File: src/rtl/counter_checker_sat.sv
// Saturating up-counter with synchronous reset; clear has priority over
// increment, and the count holds once it reaches all-ones.
module sat_counter #(
    parameter int unsigned W = 8
) (
    input  logic         clk,
    input  logic         reset,
    input  logic         clr,
    input  logic         inc,
    output logic [W-1:0] q
);

    logic [W-1:0] r_q;

    // Count register: reset, then clear, then saturating increment.
    always_ff @(posedge clk) begin
        if (reset) begin
            r_q <= '0;
        end else if (clr) begin
            r_q <= '0;
        end else if (inc && (r_q != '1)) begin
            r_q <= r_q + 1'b1;
        end
    end

    assign q = r_q;

endmodule

File: config.mk
export PLATFORM = sky130hd
export DESIGN_NAME = sat_counter
export DESIGN_NICKNAME = d
export VERILOG_FILES = /design/src/rtl/counter_checker_sat.sv
export SDC_FILE = /design/constraint.sdc
export NUM_CORES = 1
export LEC_CHECK = 0
export CORE_AREA = 2 2 39 41
export CTS_BUF_LIST = sky130_fd_sc_hd__clkbuf_8
export CTS_CLUSTER_DIAMETER = 200
export DETAILED_ROUTE_END_ITERATION = 8
export DIE_AREA = 0 0 41 43
export RECOVER_POWER = 100
export SETUP_SLACK_MARGIN = 0.02
export SKIP_CTS_REPAIR_TIMING = 1
export SYNTH_ARGS = -nofsm -noshare
export SYNTH_HDL_FRONTEND = slang
export SYNTH_SLANG_ARGS = --single-unit
export TNS_END_PERCENT = 30
File: constraint.sdc
create_clock -name clk -period 2.91 [get_ports clk]
set_input_delay 0.582 -clock clk [delete_from_list [all_inputs] [get_ports clk]]
set_output_delay 0.582 -clock clk [all_outputs]
set_load 0.01 [all_outputs]
; Word level (Yosys, flattened, before mapping)
; Index checks and enable logic that the tools add are counted.
[totals]
regBits = 8
latchBits = 0
ram_bits = 0
rom_bits = 0
inputBits = 4
output_inout_bits = 8
wordCells = 5
memories = 0
[classes]
n_addsub = 1
mul = 0
div = 0
magnitude_cmp = 0
eq_ne = 1
shift = 0
mux = 0
n_bitwise = 0
n_reduce_logical = 2
[op_table]
columns = op, n
row1 = "8-bit by 1-bit adder with 8-bit output, second input constant", 1
row2 = "8-bit != test, second input constant", 1
row3 = 2-bit OR reduction, 1
row4 = 1-bit logical AND, 1

; Depth between registers and ports, before layout
[depth]
depth_word = 2
depth_mapped = 4
mapped_depth_nobuf = 4

; Worst setup path before layout
; No wires, ideal clock.
[synth_path]
path_kind = register to register
start = register r_q[0] (netlist: q[0])
end = register r_q[6] (netlist: q[6])
setup_ps = 115
arrival_time_ps = 1294
t_required_ps = 2795
path_slack_ps = 1500
stages_incl_launch_ff = 5
n_path_buf = 0
period_less_slack_ps = 1410
path_cell_list = dfxtp_1 -> ha_1 -> nand3_1 -> or4_1 -> and3_1
[synth_via]
elab_chain_len = 2
word_cells_on_any_way = 3
cone_classes = add/sub (1) / eq/ne (1) / reduce/logical (1)
[synth_lines]
columns = element, line_no
row1 = start: declaration, 13  ; logic [W-1:0] r_q;
row2 = start signal: assignment, 22  ; r_q <= r_q + 1'b1;
row3 = "parallel branches: the longest is 2 deep, another holds 8-bit by 1-bit adder with 8-bit output", -
; Several ways; the timed one is not identified.
; A chain may end at the register's enable or synchronous reset.

; Worst setup path in the final report
[layout_path]
start = register r_q[3] (netlist: q[3])
end = output q[3]
[layout_rtl]
columns = element, line_no
row1 = end: declaration, 10  ; output logic [W-1:0] q
; No word-level cell between the ends.

==> impl_metrics.ini <==
[clocking]
clock_sinks = 8
cts.path.max_buffers = 2
h-tree-depth = 1
numCtsBuffers = 3
cts_root_buf = clkbuf_8
cts_tree = built
cts.reportedPaths.clkPinSlew_ps = 40
insertion_delay_ps = 230

[global_routing]
grt_first_pass_wirelength_mm = 1.67
gr-total-overflow = 0
grt_pass1_vias = 368
antenna_found_initial = 0
grt_max_degree = 9
grtUsageTotal = 0.145

[floorplanning]
fp.dieW_um = 41
dieArea_mm2 = 0.00176
fp.coreArea_mm2 = 0.00138
initial_utilization = 0.315
die_h_um = 43
rows = 14
pin_count = 12

[final_layout]
n_antenna_cell = 0
nets = 67
post_route_cells_drive_above_1_share = 0.0833
syn_to_final_growth_pct = 37.6
mostFrequentLayoutCell = dlygate4sd3_1
final_cell_mix = 10 x dlygate4sd3_1, 8 x dfxtp_1, 6 x nand2_1
instances_no_fill = 76
largest_register_ff_count = 8

[logic_synthesis]
syn-instance-count = 47
syn_area_um2 = 435
yosys_register_bits = 8
syn_area_per_cell_um2 = 9.26
synth_fp_nets = 52
yosys_warnings = 0
synth_cell_types = 21
ys_seq_area_frac = 0.368

[sta]
finalHoldViolations = 0
min_period_ps = 1910
max_freq_mhz = 525
clock_skew_ps = 1.04
rsz0062_at_grt = false
fin_crit_sh = 0.655
setup_viol = 0
relSlewSlack = 0.703
tightestPinTransition_ps = 445
slew_violations = 0
setup_tns_ps = 0

[route]
route.detailed.drc = 0
firstDrtPassIters = 4
wire_per_inst_um = 12.3
vias = 401
antenna_left = 0
vias_per_cell = 5.28
routed_wirelength_um = 932
drtIter0Drc = 4

[critical_path]
crit_chain = dlygate4sd3_1
crit_buf_inv = 1
slowest_delay_ps = 640
crit_path_top_delay_cell = dlygate4sd3_1
crit_path_start = q[3]
cp.arrival_ps = 1320
regToRegStartpoint = q[0]
startpoint_type = flop
path_max_fanout = 8
critPathTopFamily = buffers and inverters
cp-end-kind = output port
critical_path_class = flop to output port
required_ps = 2330

[power_and_ir_drop]
leakage_nw = 0.244
peakVddDrop_mv = 0.227
powerDensity_mw_per_mm2 = 430

[place]
finalWeightedCongestion = 0.649
dp_hpwl_um = 716
dp.cells = 73
io_buffers = 11

[flow_run]
cap_viol_max_count = 0

[run_status]
status = complete, no violations

[hold_path]
hp-start = q[1]
hp-class = flop to flop
## cell usage after synthesis, drive strengths merged
cell	count	share of area
nand4	2	0.029
a21boi	3	0.060
dfxtp	8	0.37
and3b	1	0.020
inv	1	0.0086
buf	1	0.017
and4	2	0.040
mux2i	4	0.092
and3	3	0.043
ha	1	0.029
nor4	1	0.014
a31oi	1	0.014
or4	1	0.017
nand2	6	0.052
a2111oi	1	0.063
nor2	1	0.0086
nand3	2	0.023
o21ai	1	0.011
or3	3	0.043
a21oi	4	0.046
## cells by family after synthesis
family | count (synthesis) | share of synthesized area
AO/OA/AOI/OAI | 10 | 0.195
flip-flops | 8 | 0.368
multiplexers | 4 | 0.0920
adder cells (fa/ha/maj) | 1 | 0.0287
buffers and inverters | 2 | 0.0259
AND/OR/NAND/NOR | 22 | 0.290
## report_power, final
group | leakage [nW] | internal [mW] | total (mW) | switching (mW)
combinational | 0.158 | 0.00706 | 0.0147 | 0.00762
clock | 0.0216 | 0.0894 | 0.131 | 0.0413
sequential | 0.0646 | 0.111 | 0.112 | 0.000979
## cell type report
class                      count  area (um2)
sequential                     8         160
inverter                       1        3.75
fill                         146         785
clock buffer                   3        41.3
tap                           16        20.0
multi-input combinational     37         264
timing repair buffer          11         110
## metal layers
layer / GRT usage / up-vias / routed length, um
li1: - / 207 / -
met3: 0.0628 / 5 / 38
met1: 0.161 / 181 / 396
met4: 0.100 / 0 / 33
met2: 0.209 / 8 / 464
met5: 0 / - / 0
## path summary, 6_finish.rpt
check | cells after the start | to | slack (ps)
setup / recovery | 1 | q[3] | 1000
hold / removal | 2 | q[1] | 490
setup reg to reg | 4 | q[6] | 1470
hold reg to reg | 2 | q[1] | 490
## through the flow
step | cell area [um2] | power (mW) | util | hold WS (ps) | setup WS [ps]
final | 599 | 0.257 | 0.433 | 488 | 1000
after global routing | 599 | 0.269 | 0.433 | 517 | 951
after CTS | 599 | 0.263 | 0.433 | 500 | 1050
after detailed placement | 558 | 0.129 | 0.403 | 493 | 937
after global placement | 558 | 0.129 | 0.403 | 483 | 969
after floorplan | 435 | 0.119 | - | 503 | 1500
Note: power is estimated with default switching activity, not from simulation.
